<file path="config.mk">
export PLATFORM = sky130hd
export DESIGN_NAME = imem_loader
export DESIGN_NICKNAME = d
export VERILOG_FILES = /design/src/rtl/imem_loader_pkg.sv /design/src/rtl/imem_we_pulse.sv /design/src/rtl/imem_loader.sv
export SDC_FILE = /design/constraint.sdc
export NUM_CORES = 1
export LEC_CHECK = 0
export CORE_AREA = 2 2 58 60
export DETAILED_ROUTE_END_ITERATION = 10
export DIE_AREA = 0 0 60 62
export PLACE_DENSITY_LB_ADDON = 0.2
export REMOVE_ABC_BUFFERS = 1
export SYNTH_ARGS = -nofsm -noshare
export SYNTH_HDL_FRONTEND = slang
export SYNTH_HIERARCHICAL = 1
export SYNTH_SLANG_ARGS = --single-unit
</file>
<file path="constraint.sdc">
create_clock -name clk -period 5.3 [get_ports clk]
set_clock_uncertainty 0.15 [all_clocks]
set_input_delay 1.06 -clock clk [delete_from_list [all_inputs] [get_ports clk]]
set_output_delay 1.06 -clock clk [all_outputs]
set_load 0.01 [all_outputs]
</file>
<file path="src/rtl/imem_loader_pkg.sv">
// Shared types and constants for the byte-serial imem program loader.
package imem_loader_pkg;

    localparam int BYTE_W         = 8;
    localparam int DEF_PROG_BYTES = 64;
    localparam int CHK_W          = 8;

    // Loader-level states; SETUP/STROBE/GAP live in the strobe sequencer as phases.
    typedef enum logic [2:0] {
        ST_IDLE,
        ST_RECV,
        ST_WRITE,
        ST_CHK,
        ST_DONE
    } state_t;

    typedef enum logic [1:0] {
        PH_IDLE,
        PH_SETUP,
        PH_STROBE,
        PH_GAP
    } phase_t;

endpackage

</file>
<file path="src/rtl/imem_we_pulse.sv">
// SETUP -> STROBE(STROBE_CYCLES) -> GAP sequencer producing one clean imem_we
// pulse per go; done is high during the GAP cycle.
module imem_we_pulse
    import imem_loader_pkg::*;
#(
    parameter int STROBE_CYCLES = 1
) (
    input  logic clk,
    input  logic rst_n,
    input  logic go,
    output logic imem_we,
    output logic strobe_go,
    output logic done
);

    localparam int CW = (STROBE_CYCLES > 1) ? $clog2(STROBE_CYCLES) : 1;

    phase_t        phase, phase_d;
    logic [CW-1:0] cnt, cnt_d;
    logic          we_d;

    always_ff @(posedge clk or negedge rst_n) begin
        if (!rst_n) begin
            phase   <= PH_IDLE;
            cnt     <= '0;
            imem_we <= 1'b0;
        end else begin
            phase   <= phase_d;
            cnt     <= cnt_d;
            imem_we <= we_d;
        end
    end

    always_comb begin
        phase_d = phase;
        cnt_d   = cnt;
        we_d    = 1'b0;
        case (phase)
            PH_IDLE:  if (go) phase_d = PH_SETUP;
            PH_SETUP: begin
                phase_d = PH_STROBE;
                cnt_d   = '0;
                we_d    = 1'b1;
            end
            PH_STROBE: begin
                if (cnt == CW'(STROBE_CYCLES - 1)) begin
                    phase_d = PH_GAP;
                end else begin
                    cnt_d = cnt + CW'(1);
                    we_d  = 1'b1;
                end
            end
            PH_GAP:   phase_d = PH_IDLE;
            default:  phase_d = PH_IDLE;
        endcase
    end

    // Registered phase makes these one-cycle markers: SETUP precedes the rise.
    assign strobe_go = (phase == PH_SETUP);
    assign done      = (phase == PH_GAP);

endmodule

</file>
<file path="src/rtl/imem_loader.sv">
// Byte-serial imem program loader with CPU hold. Optional trailing checksum
// byte check is enabled by defining IMEM_LOADER_CHECKSUM_EN.
module imem_loader
    import imem_loader_pkg::*;
#(
    parameter int PROG_BYTES    = DEF_PROG_BYTES,
    parameter int STROBE_CYCLES = 1,
    parameter int PTR_W         = 7
) (
    input  logic              clk,
    input  logic              rst_n,
    input  logic              start,
    input  logic              boot_skip,
    input  logic [BYTE_W-1:0] in_data,
    input  logic              in_valid,
    output logic              in_ready,
    output logic              imem_we,
    output logic [BYTE_W-1:0] imem_byte,
    output logic [PTR_W-1:0]  wr_ptr,
    output logic              busy,
    output logic              load_done,
    output logic              cpu_hold,
    output logic              chk_err
);

    localparam int CNT_W = $clog2(PROG_BYTES + 1);

    state_t           state, state_d;
    logic [CNT_W-1:0] cnt;
    logic             accept, go, strobe_go, wr_done, last;
    logic             chk_err_d;

    // in_ready is registered and only high in RECV/CHK, so it qualifies accept.
    assign accept = in_ready && in_valid;
    assign go     = accept && (state == ST_RECV);
    assign last   = (cnt == CNT_W'(PROG_BYTES));

    imem_we_pulse #(
        .STROBE_CYCLES(STROBE_CYCLES)
    ) u_pulse (
        .clk      (clk),
        .rst_n    (rst_n),
        .go       (go),
        .imem_we  (imem_we),
        .strobe_go(strobe_go),
        .done     (wr_done)
    );

`ifdef IMEM_LOADER_CHECKSUM_EN
    logic [CHK_W-1:0] sum;
    logic             chk_err_q;

    always_ff @(posedge clk or negedge rst_n) begin
        if (!rst_n) begin
            sum       <= '0;
            chk_err_q <= 1'b0;
        end else begin
            if (go) sum <= sum + CHK_W'(in_data);
            chk_err_q <= chk_err_d;
        end
    end

    assign chk_err = chk_err_q;
`else
    assign chk_err = 1'b0;
`endif

    always_comb begin
        state_d   = state;
        chk_err_d = chk_err;
        case (state)
            ST_IDLE: begin
                if (boot_skip)  state_d = ST_DONE;
                else if (start) state_d = ST_RECV;
            end
            ST_RECV:  if (accept) state_d = ST_WRITE;
            ST_WRITE: begin
                if (wr_done) begin
`ifdef IMEM_LOADER_CHECKSUM_EN
                    state_d = last ? ST_CHK : ST_RECV;
`else
                    state_d = last ? ST_DONE : ST_RECV;
`endif
                end
            end
`ifdef IMEM_LOADER_CHECKSUM_EN
            ST_CHK: begin
                if (accept) begin
                    state_d   = ST_DONE;
                    chk_err_d = (CHK_W'(sum + CHK_W'(in_data)) != '0);
                end
            end
`endif
            ST_DONE:  state_d = ST_DONE;
            default:  state_d = state;
        endcase
    end

    // Outputs are registered from the next state so they line up with it.
    always_ff @(posedge clk or negedge rst_n) begin
        if (!rst_n) begin
            state     <= ST_IDLE;
            imem_byte <= '0;
            wr_ptr    <= '0;
            cnt       <= '0;
            in_ready  <= 1'b0;
            busy      <= 1'b0;
            load_done <= 1'b0;
            cpu_hold  <= 1'b1;
        end else begin
            state <= state_d;
            if (go) imem_byte <= in_data;
            if (strobe_go) begin
                wr_ptr <= wr_ptr + PTR_W'(1);
                cnt    <= cnt + CNT_W'(1);
            end
            in_ready  <= (state_d == ST_RECV) || (state_d == ST_CHK);
            busy      <= (state_d == ST_RECV) || (state_d == ST_WRITE) || (state_d == ST_CHK);
            load_done <= (state_d == ST_DONE);
            cpu_hold  <= !((state_d == ST_DONE) && !chk_err_d);
        end
    end

endmodule
</file>
---- After elaboration in Yosys (flattened, before gate mapping) ----
Index checks and enable logic that the tools add are counted.
operators by class
  reduce and logical (&&, ||, !) cells .... 10
  multiplexer cells ....................... 13
  add/sub/neg operators ................... 3
  equal/unequal tests ..................... 13
operators with widths
  kind                   number
  $mux W3                5
  $add A7 B1 Y7 const B  2
  $pmux W3 S4            1
  $eq A3 B2 Y1 const B   3
  $pmux W2 S4            1
  $eq A7 B7 Y1 const B   1
  $eq A3 B1 Y1 const B   2
  $eq A3 B3 Y1 const B   2
  $eq A2 B2 Y1 const B   2
  $mux W2                2
  $ne A2 B2 Y1 const B   2
  $pmux W1 S2            2
  $logic_not A3 Y1       1
  $logic_or A1 B1 Y1     3
  $eq A2 B1 Y1 const B   1
  $logic_and A1 B1 Y1    2
  $logic_not A2 Y1       1
  $mux W1                2
  $reduce_and A2 Y1      1
  $reduce_bool A2 Y1     1
  $add A1 B1 Y1 const B  1
  $logic_not A1 Y1       1
storage, ports and cells
  logic and storage cells ................. 50
  input bits .............................. 13
  flip-flop bits (word level) ............. 33
  output and inout port bits .............. 21

---- Logic depth before layout (Yosys ltp) ----
  depth after elaboration ................. 7
  gate-level depth with buffers ........... 6
  gate-level depth less buffers ........... 5

---- Cells and area by module ----
The synthesis kept the hierarchy.
by module, submodules not included
  module         area an instance (um^2)  times used  sequential area each (um^2)  cells an instance
  imem_loader    1257.5                   1           726.9                        99
  imem_we_pulse  187.7                    1           75.1                         14

---- Worst setup path before layout ----
Ideal clock, no wire load.
  kind .................................... input to register
  start point ............................. input in_valid
  end point ............................... register u_pulse.phase[1]
  setup time .............................. 0.125 ns
  stages .................................. 4
  slack ................................... 3.202 ns
  arrival ................................. 1.823 ns
  buffers on the path ..................... 1
  required time ........................... 5.025 ns
  cells stage by stage .................... and4_1 buf_6 nand2b_4 mux2_4
on the way
  longest elaborated chain between the ends .. 4
ends and longest elaborated chain
  what                         line                 source
  from (decl)                  imem_loader.sv:15    input logic in_valid,
  $logic_and A1 B1 Y1          imem_loader.sv:34    assign accept = in_ready && in_valid;
  $logic_and A1 B1 Y1          imem_loader.sv:35    assign go = accept && (state == ST_RECV);
  named net go                 imem_loader.sv:30    logic accept, go, strobe_go, wr_done, last;
  $ne A2 B2 Y1 (no line)       --
  $reduce_and A2 Y1 (no line)  --
  to (signal assigned)         imem_we_pulse.sv:28  phase <= phase_d;
  to (decl)                    imem_we_pulse.sv:18  phase_t phase, phase_d;
The timed path passes the listed nets, and every way through them passes these cells.
A chain may end at the register's enable or synchronous reset.

---- Worst setup path in the final report ----
  start point ............................. register cpu_hold
  end point ............................... output cpu_hold
RTL lines
  what                    line                source
  from (decl)             imem_loader.sv:22   output logic cpu_hold,
  from (signal assigned)  imem_loader.sv:120  cpu_hold <= !((state_d == ST_DONE) && !chk_err_d);
No word-level cell between the ends.

==> results.py <==
metrics = {
    "outcome": {
        "status": "finished clean",
    },
    "timing": {
        "hold_viol": 0,
        "finalSetupTns_ns": 0,
        "fin_ws_ns": 2.71,
        "timing.fmax_mhz": 386,
        "fin_crit_sh": 0.488,
        "rsz0062_at_grt": "no",
        "drv_slew": 0,
        "min_period_ns": 2.59,
        "finalSetupViolCount": 0,
    },
    "critical_path": {
        "crit_path_end_kind": "output port",
        "cp_data_arrival_time_ns": 1.38,
        "cp-start-kind": "flop",
        "cp.required_ns": 4.09,
        "path_max_fanout": 1,
        "timing.critical_path.buf_inv": 1,
        "path_class": "reg2out",
        "slowest_stage": "dfstp_2",
        "crit_path_max_incr_delay_ns": 0.53,
        "worstPathCellList": "clkdlybuf4s50_1",
        "cp_top_family": "flip-flops",
    },
    "yosys": {
        "syn_area_mm2": 0.00145,
        "synth_area_leader_cell": "dfrtp_1",
        "synthDistinctLibCells": 32,
        "synth_edf_count": 0,
        "avgSynthCellArea_um2": 12.8,
        "postSynthCellCount": 113,
        "synth-warning-count": 6,
        "ys_ff_latch": 32,
        "yosys.area.top_type_share": 0.537,
        "ys_top_cells_by_area": "dfrtp_1 (54%), ha_1 (6.9%), mux2_1 (6.2%)",
        "synth_flop_cell": "dfrtp_1",
        "synthArstFlopShare": 1.00,
        "ys_seq_area_frac": 0.555,
    },
    "die": {
        "chipWidth_um": 60,
        "core_area_mm2": 0.00318,
        "dieArea_mm2": 0.00372,
        "fp.dieH_um": 62,
        "placementRows": 21,
        "initial_core_util": 0.455,
        "ios": 34,
    },
    "power_and_ir_drop": {
        "power_leakage_uw": 0.000862,
        "p_int_uw": 318,
        "ir_drop_uv": 192,
        "seqPwrFrac": 0.604,
        "p_per_area_mw_per_mm2": 217,
        "clkPwrFrac": 0.360,
        "power_frac_comb": 0.036,
        "power_switching_share": 0.213,
        "p_sw_uw": 86.2,
    },
    "drt": {
        "wire_per_inst_um": 12.1,
        "routed_wl_mm": 2.38,
        "drt_iter0_drc": 29,
        "drt_pass1_iterations": 4,
        "vias": 952,
        "ant_nets": 0,
        "viasPerCell": 4.86,
        "remaining_drc_errors": 0,
    },
    "cells_and_area": {
        "area_growth_pct": 28.7,
        "final_common_cell": "clkdlybuf4s50_1",
        "nNetsFinal": 170,
        "diodes": 0,
        "final_cell_mix": "clkdlybuf4s50_1 (32), dfrtp_1 (31), nor2_1 (8), mux2_1 (8), ha_1 (8)",
        "drive_gt1_frac": 0.107,
    },
    "place": {
        "portBuffers": 32,
        "place.detailed.hpwl_mm": 1.67,
        "gp_congestion": 0.767,
        "pre_cts_slack_ns": 2.46,
    },
    "clock_tree": {
        "cts_buffers": 5,
        "cts_tree": "done",
        "clk_latency_ns": 0.33,
        "cts_max_path_buffers": 2,
        "hold_buffers": 0,
        "root_buffer": "clkbuf_4",
        "cts.sinks": 32,
        "postCtsSetupRepairBufs": 0,
        "htree_levels": 2,
        "post_cts_resized": 0,
        "cts.clk_slew.worst_paths_ns": 0.10,
    },
    "hold_path": {
        "min_path_type": "reg2reg",
    },
    "global_routing": {
        "antenna_found_initial": 0,
        "grt_use_total": 0.148,
        "grt.overflow.total": 0,
        "grt_pass1_wl_mm": 3.94,
        "grt_max_degree": 33,
        "grt_pass1_vias": 903,
    },
    "flow_run": {
        "maxCapViolations": 0,
    },
}
==> path summary, 6_finish.rpt <==
check / startpoint / end / slack (ns) / cells after the start
hold / removal: wr_ptr[6] / wr_ptr[6] / 0.32 / 1
hold reg to reg: wr_ptr[6] / wr_ptr[6] / 0.32 / 1
setup reg to reg: state[1] / u_pulse/phase[1] / 3.37 / 4
setup / recovery: cpu_hold / cpu_hold / 2.71 / 1
max in group asynchronous: rst_n / cpu_hold / 3.70 / 2
min in group asynchronous: rst_n / cnt[4] / 0.98 / 2
==> through the flow <==
step | area (um2) | power [uW] | util | hold WS, ns | cells
floorplan | 1420 | 249 | - | 0.318 | 109
global placement | 1800 | 264 | 0.566 | 0.307 | 188
detailed placement | 1800 | 264 | 0.566 | 0.310 | 188
CTS | 1860 | 411 | 0.585 | 0.328 | 196
global route | 1860 | 422 | 0.585 | 0.338 | 196
finish | 1860 | 404 | 0.585 | 0.324 | 196
==> cells in the mapped netlist (2+ instances only) <==
cell and instances:
nand2_1 7, ha_1 8, nand4_1 4, xor2_1 6
a21oi_1 3, mux2_1 8, nand2b_1 3, dfrtp_1 31
a31oi_1 2, inv_1 6, nor2_1 8, xnor2_1 6
buf_4 2
==> kinds of logic after synthesis <==
group           share of synthesized area
compound gates                     0.0615
xor+xnor                           0.0727
fa+ha+maj                          0.0693
buf+inv                            0.0364
flops                               0.555
mux                                0.0874
other cells                       0.00259
simple gates                        0.115
==> flip-flops by register name, indices dropped and copies added (netlist names) <==
| name | cells |
|---|---|
| state | 3 |
| wr_ptr | 7 |
| u_pulse/phase | 2 |
| imem_byte | 8 |
| u_pulse/imem_we | 1 |
| load_done | 1 |
| cnt | 7 |
| busy | 1 |
| cpu_hold | 1 |
| in_ready | 1 |
==> per-layer routing <==
layer / vias up / routed length (um) / track usage
met1: 465 / 1060 / 0.173
li1: 457 / - / -
met2: 25 / 1120 / 0.239
met3: 5 / 150 / 0.0580
met5: - / 0 / 0
met4: 0 / 54 / 0.0762
==> area by class of cell <==
| type | instances | area (um2) |
|---|---|---|
| Tap cell | 46 | 57.6 |
| Fill cell | 303 | 1320 |
| Sequential cell | 32 | 802 |
| Inverter | 6 | 22.5 |
| Timing Repair Buffer | 33 | 328 |
| Multi-Input combinational cell | 71 | 591 |
| Clock buffer | 8 | 58.8 |
==> power by group through the flow <==
stage	Clock (uW)	Combinational, uW	Sequential (uW)
2_1_floorplan	0	0.617	249
3_3_place_gp	0	15.0	249
3_5_place_dp	0	15.2	249
4_1_cts	152	15.4	244
5_1_grt	162	16.4	244
6_report	145	14.7	244
(Power assumes the default switching activity.)
